File: src/rtl/except_arbiter.sv
// mem_pt2 stage register: picks one exception per instruction by fixed priority
// and registers it toward cp0, with an interrupt hold-off window after each exception.
module except_arbiter #(
   parameter int HOLDOFF = 1
) (
   input  logic        clk,
   input  logic        rst,
   input  logic        stall,
   input  logic        flush,
   input  logic        valid_i,
   input  logic [31:0] pc_i,
   input  logic        delay_slot_i,
   input  logic [31:0] mem_addr_i,
   input  logic [7:0]  exc_flags_i,
   input  logic [31:0] cp0_status,
   input  logic [31:0] cp0_cause,
   output logic [31:0] except_type_cp0,
   output logic        delay_slot_cp0,
   output logic [31:0] pc_mempt2,
   output logic [31:0] mem_addr_ex,
   output logic        valid_o,
   output logic        int_pend_o
);

   localparam logic [31:0] CODE_NONE   = 32'h0;
   localparam logic [31:0] CODE_INT    = 32'h1;
   localparam logic [31:0] CODE_ADEL   = 32'h4;
   localparam logic [31:0] CODE_ADES   = 32'h5;
   localparam logic [31:0] CODE_SYS    = 32'h8;
   localparam logic [31:0] CODE_BREAK  = 32'h9;
   localparam logic [31:0] CODE_RI     = 32'ha;
   localparam logic [31:0] CODE_OVFL   = 32'hc;
   localparam logic [31:0] CODE_ERET   = 32'he;
   localparam logic [31:0] CODE_WRPC   = 32'h10;

   logic [1:0]  hold_cnt;
   logic        int_pend;
   logic        int_cond;
   logic        int_req;
   logic        load;
   logic        issue_int;
   logic [31:0] sel_code;
   logic [31:0] sel_addr;

   always_comb begin
      int_cond  = cp0_status[0] & ~cp0_status[1] & (|(cp0_cause[15:8] & cp0_status[15:8]));
      int_req   = int_pend | (int_cond & (hold_cnt == 2'd0));
      load      = ~flush & ~stall;
      issue_int = load & valid_i & int_req;
   end

   always_comb begin
      sel_code = CODE_NONE;
      sel_addr = mem_addr_i;
      if (valid_i) begin
         if (int_req)             sel_code = CODE_INT;
         else if (exc_flags_i[0]) begin
            sel_code = CODE_WRPC;
            sel_addr = pc_i;  // bad fetch address is the PC itself
         end
         else if (exc_flags_i[1]) sel_code = CODE_RI;
         else if (exc_flags_i[2]) sel_code = CODE_OVFL;
         else if (exc_flags_i[3]) sel_code = CODE_SYS;
         else if (exc_flags_i[4]) sel_code = CODE_BREAK;
         else if (exc_flags_i[5]) sel_code = CODE_ERET;
         else if (exc_flags_i[6]) sel_code = CODE_ADEL;
         else if (exc_flags_i[7]) sel_code = CODE_ADES;
      end
   end

   always_ff @(posedge clk) begin
      if (rst) begin
         except_type_cp0 <= '0;
         delay_slot_cp0  <= 1'b0;
         pc_mempt2       <= '0;
         mem_addr_ex     <= '0;
         valid_o         <= 1'b0;
         hold_cnt        <= 2'd0;
         int_pend        <= 1'b0;
      end else begin
         if (flush) begin
            except_type_cp0 <= '0;
            delay_slot_cp0  <= 1'b0;
            pc_mempt2       <= '0;
            mem_addr_ex     <= '0;
            valid_o         <= 1'b0;
         end else if (!stall) begin
            except_type_cp0 <= sel_code;
            delay_slot_cp0  <= delay_slot_i;
            pc_mempt2       <= pc_i;
            mem_addr_ex     <= sel_addr;
            valid_o         <= valid_i;
         end

         // cp0 sets Status.EXL one edge late, so mask interrupts until it has
         if (load && sel_code != CODE_NONE)
            hold_cnt <= (sel_code == CODE_ERET) ? 2'd1 : 2'(HOLDOFF);
         else if (hold_cnt != 2'd0)
            hold_cnt <= hold_cnt - 2'd1;

         if (!int_cond || issue_int)
            int_pend <= 1'b0;
         else if (hold_cnt == 2'd0)
            int_pend <= 1'b1;
      end
   end

   assign int_pend_o = int_pend;

endmodule

File: config.mk
export PLATFORM = sky130hd
export DESIGN_NAME = except_arbiter
export DESIGN_NICKNAME = d
export VERILOG_FILES = /design/src/rtl/except_arbiter.sv
export SDC_FILE = /design/constraint.sdc
export NUM_CORES = 1
export LEC_CHECK = 0
export CAP_MARGIN = 20
export CORE_UTILIZATION = 36
export DETAILED_ROUTE_END_ITERATION = 16
export HOLD_SLACK_MARGIN = 0.12
export PLACE_DENSITY = 0.81
export SLEW_MARGIN = 10
export SYNTH_ARGS = -nofsm -noshare
export SYNTH_HDL_FRONTEND = slang
export SYNTH_SLANG_ARGS = --single-unit
export TNS_END_PERCENT = 20
File: constraint.sdc
create_clock -name clk -period 2.2 [get_ports clk]
set_input_delay 0.44 -clock clk [delete_from_list [all_inputs] [get_ports clk]]
set_output_delay 0.44 -clock clk [all_outputs]
set_load 0.02 [all_outputs]
Word level (Yosys, flattened, before mapping):

Cells that the tools add are included.

* reduce and logical (&&, ||, !) cells: 11
* bitwise gates (word level): 11
* add/sub/neg operators: 1
* muxes and demuxes: 15

Operators by type and width (number)
* $mux W32: 3
* $reduce_bool A32 Y1: 1
* $mux W4: 5
* $mux W5: 3
* $and A8 B8 Y8: 1
* $reduce_or A8 Y1: 1
* $and A1 B1 Y1: 6
* $mux W3: 2
* $reduce_or A2 Y1: 3
* $reduce_bool A2 Y1: 2
* $not A1 Y1: 3
* $logic_not A2 Y1: 1
* $mux W1: 2
* $sub A2 B1 Y2 const B: 1
* $logic_and A1 B1 Y1: 1
* $logic_not A1 Y1: 1
* $logic_or A1 B1 Y1: 1
* $or A1 B1 Y1: 1

* flip-flop bits (word level): 101
* logic and storage cells: 46

Longest topological paths before layout:

Gate-level depths: netlist of the first run.

* depth in word-level cells: 13
* depth in mapped cells: 7
* depth with buffers taken out: 5

Worst setup path after synthesis of the first run:

OpenSTA, ideal clock, no wires.

* kind: input-to-reg
* start point: input port cp0_cause[10]
* end point: register mem_addr_ex[10]
* arrival time: 1.686 ns
* stages on the path: 6
* setup time: 0.087 ns
* required time: 2.113 ns
* slack: 0.427 ns
* path through: a22oi_2 -> a41oi_4 -> a211oi_4 -> buf_8 -> a21oi_2 -> a221oi_2

* longest elaborated chain between the ends: 7

Ends and longest elaborated chain
* start, declared: RTL line 16 `input logic [31:0] cp0_cause,`
* $and A8 B8 Y8: RTL line 46 `int_cond = cp0_status[0] & ~cp0_status[1] & (|(cp0_cause[15:8] & cp0_status[15:8]));`
* $reduce_or A8 Y1: RTL line 46
* $and A1 B1 Y1: RTL line 46
* $and A1 B1 Y1: RTL line 47 `int_req = int_pend | (int_cond & (hold_cnt == 2'd0));`
* $or A1 B1 Y1: RTL line 47
* $mux W32: RTL line 56 `if (int_req) sel_code = CODE_INT;`
* $mux W32: RTL line 55 `if (valid_i) begin`
* end signal, assigned: RTL line 91 `mem_addr_ex <= sel_addr;`
* end, declared: RTL line 20 `output logic [31:0] mem_addr_ex,`

Every way passes these cells.
A chain may end at the register's enable or synchronous reset.

Final worst setup path of the first run:

* start point: input port cp0_cause[10]
* end point: register mem_addr_ex[15]

Same word-level chain as after synthesis.

==> results of run 1 <==
==> worst register-to-register path, stage by stage, from the launching register on <==
cell and delay [ns]:
dfxtp_1 0.33, inv_1 0.05, ha_1 0.33, a211oi_4 0.35, buf_4 0.25, a21oi_1 0.11
a221oi_2 0.25
==> cell usage after synthesis (all sizes together), types with 2 or more instances <==
master	instances	area [um2]
buf	40	295.3
a22oi	4	58.81
clkbuf	14	62.56
o22ai	2	12.51
nor2	41	153.9
a221oi	32	461.7
inv	34	127.6
nand2	41	153.9
a21oi	39	236.5
mux2i	35	350.3
nor3	3	15.01
nor4b	2	17.52
nor3b	2	15.01
o21ai	4	20.02
dfxtp	74	1481
==> worst paths after layout <==
kind / depth (start not counted) / start / to
setup / recovery: 7 / cp0_cause[10] / mem_addr_ex[15]
hold / removal: 2 / mem_addr_ex[25] / mem_addr_ex[25]
setup reg to reg: 6 / hold_cnt[0] / mem_addr_ex[15]
hold reg to reg: 2 / mem_addr_ex[25] / mem_addr_ex[25]
==> flip-flops by register name, summed over array words and instances (netlist names) <==
register and flops:
delay_slot_cp0 1, mem_addr_ex 32, pc_mempt2 32, int_pend_o 1, except_type_cp0 5, hold_cnt 2
valid_o 1
==> power breakdown <==
part	internal [mW]	switching, mW
sequential	1.41	0.0364
combinational	0.430	0.454
clock	1.01	0.496
==> final cells by class <==
class	instances	area share
well taps	133	0.02953
repair buffers	178	0.3242
flip-flops and latches	74	0.2629
clock inverters	5	0.02664
multi-input cells	247	0.3097
clock buffers	10	0.02442
inverters	34	0.02265
==> kinds of logic (layout without fill, tap and decap cells) <==
logic type / Yosys count / in the layout
flip-flops: 74 / 74
other: 1 / 27
buffers and inverters: 88 / 227
multiplexers: 35 / 35
AND/OR/NAND/NOR: 98 / 98
AO/OA/AOI/OAI: 86 / 86
adder cells (fa/ha/maj): 1 / 1
==> metrics by stage <==
step / TNS (ns) / total power [mW] / setup slack (ns) / instance area [um2]
finish: 0 / 3.829 / 0.1990 / 5635
global route: 0 / 4.019 / 0.09776 / 5635
CTS: 0 / 3.877 / 0.1696 / 5635
detailed placement: -4.066 / 2.358 / -0.1918 / 5348
global placement: -2.573 / 2.337 / -0.1295 / 5348
floorplan: 0 / 2.027 / 0.4270 / 3710
==> routing by layer <==
metal,wire (um),up-vias
li1,-,1579
met2,4652,117
met5,0,-
met1,3737,1486
met3,685,17
met4,210,0
==> flow_summary.yaml, run 1 <==
critical_path:
  required_ns: 2.45
  critPathLaunchType: "input pin"
  path_delay_family: "compound AO/OA/AOI/OAI gates"
  cp.buffers_inverters: 2
  worstPathMaxFanout: 10
  cp.arrival_ns: 2.25
  r2r_slack_ns: 0.44
  cp_cell_sequence: "clkdlybuf4s50_1 -> a22oi_2 -> a41oi_4 -> a211oi_4 -> buf_4 -> a21oi_1 -> a221oi_2"
  endpoint_kind: "register"
  slowest_delay_ns: 0.43
  crit_slowest_cell: "clkdlybuf4s50_1"
  worst-setup-path-type: "in2reg"
clock_tree:
  clk_path_buf_depth: 2
  cts_setup_buffers: 0
  clk_pin_slew_ns: 0.08
  numCtsBuffers: 9
  clock_sinks: 74
  clk_latency_ns: 0.34
  cts_htree_levels: 3
  cts_root_buf: "clkbuf_8"
  cts_tree: "built"
  cts_resized: 0
  hold_buffers: 0
logic_synthesis:
  synth_compound_gate_area_share: 0.2387
  synthMuxAreaShare: 0.09699
  seq_area_frac_synth: 0.4101
  synthSimpleGateAreaFrac: 0.1153
  yosysWarningCount: 0
  synthXorXnorAreaFrac: 0
  synthFlopType: "dfxtp_1"
  syn-cell-area_um2: 3612
  synth_cell_type_count: 38
  ys_ff_latch: 74
  synth_enable_flop_cells: 0
  async_flop_share: 0
  syn_area_per_cell_um2: 9.431
  synth_fa_ha_area_frac: 0.003464
  synthCells: 383
  synth_top_family_by_area: "compound AO/OA/AOI/OAI gates"
grt:
  busiest_layer: "met2"
  grt_pass1_wl_um: 14240
  antenna_found_initial: 0
  groute.usage.overall: 0.1755
  overflow: 0
  grt_start_max_net_pins: 104
  grtUsageMet3: 0.05540
  met2_usage: 0.3108
  grt_pass1_vias: 3126
  met1_usage: 0.1949
placed_design:
  place_hpwl_um: 6878
  portBuffers: 167
  finalWeightedCongestion: 0.7280
  placed_cells: 666
detailed_routing:
  drc: 0
  wl_per_cell_um: 13.64
  vias_per_cell: 4.698
  drtPass1Iterations: 4
  detail-route-antenna-nets: 0
  vias: 3199
  drt-total-wl_um: 9286
  dr.first_iter.drc_count: 96
sta:
  fmax_mhz: 499.8
  finClkSkew_ns: 0.009362
  hold_viol: 0
  slew_headroom: 0.6076
  fin_crit_sh: 0.9095
  finalSetupViolCount: 0
  fin_crit_ns: 2.001
  holdWs_ns: 0.4685
  drv_slew: 0
  rsz0062_at_grt: "no"
  tightest_slew_ns: 0.5886
die:
  core_um2: 9729
  dieArea_um2: 10440
  num_io_pins: 241
  start_util: 0.3713
  die_w_um: 102.2
  rows: 36
  die_height_um: 102.2
min_path:
  hold_class: "reg2reg"
finish:
  utilization: 0.5792
  fin_nets: 687
  seqCellArea_um2: 1481
  multi_input_area_um2: 1745
  fin_cells: 681
  drive_gt1_frac: 0.1405
  area_growth_pct: 56.01
  final_cell_mix: "clkdlybuf4s50_1 (166), dfxtp_1 (74), nand2_1 (41), nor2_1 (41), mux2i_1 (35)"
  layout_commonest_cell: "clkdlybuf4s50_1"
  fill_cells: 850
  diodes: 0
power_and_ir_drop:
  peakVddDrop_uv: 396.8
  p_per_area_nw_per_um2: 679.5
  p_leak_nw: 2.195
run_status:
  status: "finished clean"
flow_run:
  drv_cap: 0
(Power assumes the default switching activity.)
==> run 2, diff against run 1 <==
--- a/config.mk
+++ b/config.mk
@@ -6,10 +6,12 @@
 export NUM_CORES = 1
 export LEC_CHECK = 0
 export CAP_MARGIN = 20
-export CORE_UTILIZATION = 36
+export CELL_PAD_IN_SITES_DETAIL_PLACEMENT = 0
+export CELL_PAD_IN_SITES_GLOBAL_PLACEMENT = 1
+export CORE_UTILIZATION = 25
 export DETAILED_ROUTE_END_ITERATION = 16
 export HOLD_SLACK_MARGIN = 0.12
-export PLACE_DENSITY = 0.81
+export PLACE_DENSITY_LB_ADDON = 0.1
 export SLEW_MARGIN = 10
 export SYNTH_ARGS = -nofsm -noshare
 export SYNTH_HDL_FRONTEND = slang
==> run 2 against run 1 <==
Final cell count increased by 7.3%. Sequential power about the same. Critical path type unchanged. Largest cell class unchanged. Critical path depth unchanged.
==> flow_summary.yaml, run 2 (same netlist as run 1, synthesis figures left out) <==
sta:
  finClkSkew_ns: 0.004788
  tightest_slew_ns: 0.5335
  fmax_mhz: 502.7
  rsz0062_at_grt: "no"
  hold_viol: 0
  drv_slew: 0
  slew_headroom: 0.6443
  holdWs_ns: 0.4625
  fin_crit_sh: 0.9042
  finalSetupViolCount: 0
  fin_crit_ns: 1.989
critical_path:
  crit_slowest_cell: "clkdlybuf4s50_1"
  timing.rr.start: "hold_cnt[0]"
  endpoint: "mem_addr_ex[14]"
  critPathLaunchType: "input pin"
  r2r_slack_ns: 0.45
  endpoint_kind: "register"
  slowest_delay_ns: 0.44
  worstPathMaxFanout: 18
  cp_cell_sequence: "clkdlybuf4s50_1 -> a22oi_4 -> a41oi_4 -> a211oi_4 -> buf_12 -> a21oi_1 -> a221oi_2"
  critPathLaunch: "cp0_cause[11]"
  cp.arrival_ns: 2.24
  worst-setup-path-type: "in2reg"
  reg2reg_to: "mem_addr_ex[14]"
  timing.reg2reg.worst_path_depth: 6
  required_ns: 2.45
die:
  start_util: 0.2582
  die_height_um: 122.2
  core_um2: 13990
  num_io_pins: 241
  dieArea_um2: 14930
  die_w_um: 122.2
  rows: 43
detailed_routing:
  drt-total-wl_um: 10180
  wl_met3_um: 759
  route.top_layer_used: "met4"
  met1Wirelength_um: 4354
  vias_per_cell: 4.319
  wl_per_cell_um: 13.92
  vias: 3157
  wl_met2_um: 4887
  drtPass1Iterations: 4
  drc: 0
  detail-route-antenna-nets: 0
  dr.first_iter.drc_count: 80
grt:
  overflow: 0
  grt_start_max_net_pins: 85
  grt_pass1_vias: 3095
  groute.usage.overall: 0.1371
  grt_pass1_wl_um: 15500
  antenna_found_initial: 0
run_status:
  status: "finished clean"
clock_tree:
  clk_pin_slew_ns: 0.06
  cts_setup_buffers: 0
  numCtsBuffers: 9
  clock_sinks: 74
  clk_latency_ns: 0.34
  hold_buffers: 0
  cts_root_buf: "clkbuf_16"
  cts_tree: "built"
  clk_path_buf_depth: 2
  cts_htree_levels: 3
  cts_resized: 0
finish:
  layout_commonest_cell: "clkdlybuf4s50_1"
  reg_top3: "mem_addr_ex x32, pc_mempt2 x32, except_type_cp0 x5"
  final_cell_mix: "clkdlybuf4s50_1 (166), dfxtp_1 (74), nand2_1 (41), nor2_1 (41), mux2i_1 (35)"
  fin_nets: 690
  final_area_um2: 5758
  drive_gt1_frac: 0.1452
  diodes: 0
  area_growth_pct: 59.40
power_and_ir_drop:
  p_per_area_nw_per_um2: 667.2
  peakVddDrop_uv: 384.1
  power_mw: 3.842
  p_leak_nw: 2.222
min_path:
  hold_class: "reg2reg"
flow_run:
  drv_cap: 0
placed_design:
  finalWeightedCongestion: 0.6928
  portBuffers: 167
  place_hpwl_um: 7312
  placed_area_um2: 5454
==> run 2: per-layer routing <==
metal	GRT usage	vias up
met4	0.06479	0
li1	-	1587
met1	0.1577	1452
met3	0.04448	11
met2	0.2286	107
met5	0	-
==> run 2: worst min-delay path by stage <==
stage | start | to | slack (ns) | depth (start not counted)
6_report | mem_addr_ex[20] | mem_addr_ex[20] | 0.46 | 2
5_1_grt | mem_addr_ex[3] | mem_addr_ex[3] | 0.49 | 2
4_1_cts | mem_addr_ex[20] | mem_addr_ex[20] | 0.47 | 2
3_5_place_dp | mem_addr_ex[20] | mem_addr_ex[20] | 0.46 | 2
3_3_place_gp | mem_addr_ex[20] | mem_addr_ex[20] | 0.45 | 2
2_1_floorplan | hold_cnt[1] | hold_cnt[1] | 0.51 | 2
==> run 2: critical path, delay by kind of cell <==
| kind | cells | cell delay, ns |
|---|---|---|
| AOI/OAI and AO/OA | 5 | 1.12 |
| buffers and inverters | 2 | 0.66 |
==> run 2: power by group <==
part,internal [mW],switching [mW],total [mW]
combinational,0.441,0.456,0.897
clock,0.933,0.569,1.50
sequential,1.41,0.0355,1.44
==> run 2: stage by stage <==
stage	setup TNS, ns	std cells	worst slack (ns)	util
4_1_cts	0	731	0.1991	0.4116
6_report	0	731	0.2108	0.4116
3_5_place_dp	-4.168	716	-0.1674	0.3899
5_1_grt	0	731	0.07466	0.4116
2_1_floorplan	0	409	0.4270	-
3_3_place_gp	-3.184	716	-0.1259	0.3899
==> run 2: area by class of cell <==
class | instances | area [um2]
Multi-Input combinational cell | 247 | 1745
Timing Repair Buffer | 181 | 1874
Sequential cell | 74 | 1481
Tap cell | 180 | 225.2
Clock inverter | 4 | 51.30
Inverter | 34 | 127.6
Fill cell | 1396 | 8230
Clock buffer | 11 | 252.7
==> run 3, diff against run 2 <==
--- a/config.mk
+++ b/config.mk
@@ -8,7 +8,8 @@
 export CAP_MARGIN = 20
 export CELL_PAD_IN_SITES_DETAIL_PLACEMENT = 0
 export CELL_PAD_IN_SITES_GLOBAL_PLACEMENT = 1
-export CORE_UTILIZATION = 25
+export CORE_UTILIZATION = 26
+export CTS_BUF_LIST = sky130_fd_sc_hd__clkbuf_2 sky130_fd_sc_hd__clkbuf_4 sky130_fd_sc_hd__clkbuf_8
 export DETAILED_ROUTE_END_ITERATION = 16
 export HOLD_SLACK_MARGIN = 0.12
 export PLACE_DENSITY_LB_ADDON = 0.1
==> run 3 against run 2 <==
Combinational power shrank 0.4%. Register-to-register slack is essentially flat. Fmax grew 0.32%. Non-clock buffer count shrank 2. Worst setup slack gained 0.0064 ns. Clock skew grew 0.0010 ns. Critical path depth shrank 6. Routed wire length shrank 2.3%.
==> flow_summary.yaml, run 3 (same netlist as run 1, synthesis figures left out) <==
critical_path:
  cp_cell_sequence: "clkdlybuf4s50_1"
  timing.rr.start: "hold_cnt[0]"
  critPathLaunch: "int_pend_o"
  worst-setup-path-type: "reg2out"
  endpoint_kind: "output port"
  cp.buffers_inverters: 1
  cp.arrival_ns: 1.54
  endpoint: "int_pend_o"
  path_delay_family: "buffers and inverters"
  crit_slowest_cell: "clkdlybuf4s50_1"
  timing.reg2reg.worst_path_depth: 6
  reg2reg_to: "mem_addr_ex[17]"
  cp_num_cells: 1
  r2r_slack_ns: 0.44
  critPathLaunchType: "register"
  slowest_delay_ns: 0.68
  worstPathMaxFanout: 7
  required_ns: 1.76
sta:
  hold_viol: 0
  fmax_mhz: 504.3
  finClkSkew_ns: 0.005812
  rsz0062_at_grt: "no"
  final.setup.worst_slack_ns: 0.2172
  fin_crit_sh: 0.9013
  drv_slew: 0
  tightest_slew_ns: 0.6245
  fin_crit_ns: 1.983
  slew_headroom: 0.5837
  finalSetupViolCount: 0
finish:
  reg_top3: "mem_addr_ex x32, pc_mempt2 x32, except_type_cp0 x5"
  utilization: 0.4184
  final_cell_mix: "clkdlybuf4s50_1 (166), dfxtp_1 (74), nand2_1 (41), nor2_1 (41), mux2i_1 (35)"
  fin_nets: 688
  fin_cells: 726
  layout_commonest_cell: "clkdlybuf4s50_1"
  area_growth_pct: 55.21
  drive_gt1_frac: 0.1436
  diodes: 0
clock_tree:
  clk_path_buf_depth: 2
  clk_latency_ns: 0.35
  cts_root_buf: "clkbuf_8"
  hold_buffers: 0
  cts_htree_levels: 3
  cts_tree: "built"
  cts_setup_buffers: 0
  clock_sinks: 74
  cts_resized: 0
  clk_pin_slew_ns: 0.08
  numCtsBuffers: 9
grt:
  groute.usage.overall: 0.1424
  grt_start_max_net_pins: 104
  overflow: 0
  antenna_found_initial: 0
  grt_pass1_wl_um: 15860
  grt_pass1_vias: 3123
detailed_routing:
  drt-total-wl_um: 9941
  vias_per_cell: 4.391
  dr.first_iter.drc_count: 85
  drc: 0
  detail-route-antenna-nets: 0
  drtPass1Iterations: 4
  wl_per_cell_um: 13.69
  vias: 3188
die:
  rows: 42
  core_um2: 13400
  start_util: 0.2696
  dieArea_um2: 14370
  die_w_um: 119.9
  num_io_pins: 241
  die_height_um: 119.9
flow_run:
  drv_cap: 0
placed_design:
  portBuffers: 167
  place_hpwl_um: 6967
  placed_cells: 710
  finalWeightedCongestion: 0.7409
  place_ws_ns: -0.1599
min_path:
  hold_class: "in2reg"
power_and_ir_drop:
  p_per_area_nw_per_um2: 595.8
  p_leak_nw: 2.156
  peakVddDrop_uv: 285.7
run_status:
  status: "finished clean"
[run 3: worst reg2reg max path, cell delays in order, from the launching register on]
cell and delay (ns):
dfxtp_1 0.33, inv_1 0.05, ha_1 0.34, a211oi_4 0.37, buf_12 0.22, a21oi_1 0.11
a221oi_2 0.26
[run 3: layout make-up]
type                       count  area, um2
sequential                    74       1481
multi-input combinational    247       1745
inverter                      34      127.6
clock inverter                 4      26.28
tap                          176      220.2
timing repair buffer         179       1847
clock buffer                  12      158.9
fill                        1363       7794
[run 3: layer usage]
layer | GRT usage | up-vias | part of all wire | routed length, um
met5 | 0 | - | 0 | 0
met4 | 0.06953 | 0 | 0.020 | 200
met3 | 0.04087 | 14 | 0.065 | 649
met2 | 0.2298 | 114 | 0.47 | 4653
met1 | 0.1731 | 1479 | 0.45 | 4436
li1 | - | 1581 | - | -
[run 3: stage by stage]
| stage | hold slack [ns] | area [um2] | power [mW] | setup TNS (ns) |
|---|---|---|---|---|
| floorplan | 0.5075 | 3710 | 2.027 | 0 |
| global placement | 0.4562 | 5421 | 2.364 | -3.066 |
| detailed placement | 0.4607 | 5421 | 2.374 | -3.575 |
| CTS | 0.4378 | 5607 | 3.416 | 0 |
| global route | 0.4863 | 5607 | 3.547 | 0 |
| finish | 0.4662 | 5607 | 3.341 | 0 |
[run 3: how the worst min path moves through the flow]
stage,start,endpoint,depth (start not counted)
final,stall,valid_o,4
after global routing,mem_addr_ex[13],mem_addr_ex[13],2
after CTS,stall,valid_o,4
after detailed placement,mem_addr_ex[29],mem_addr_ex[29],2
after global placement,mem_addr_ex[20],mem_addr_ex[20],2
after floorplan,hold_cnt[1],hold_cnt[1],2
[run 3: where the power goes]
part           internal, mW  switching (mW)
registers              1.40          0.0347
logic                 0.435           0.458
clock network         0.482           0.526
total                  2.32            1.02
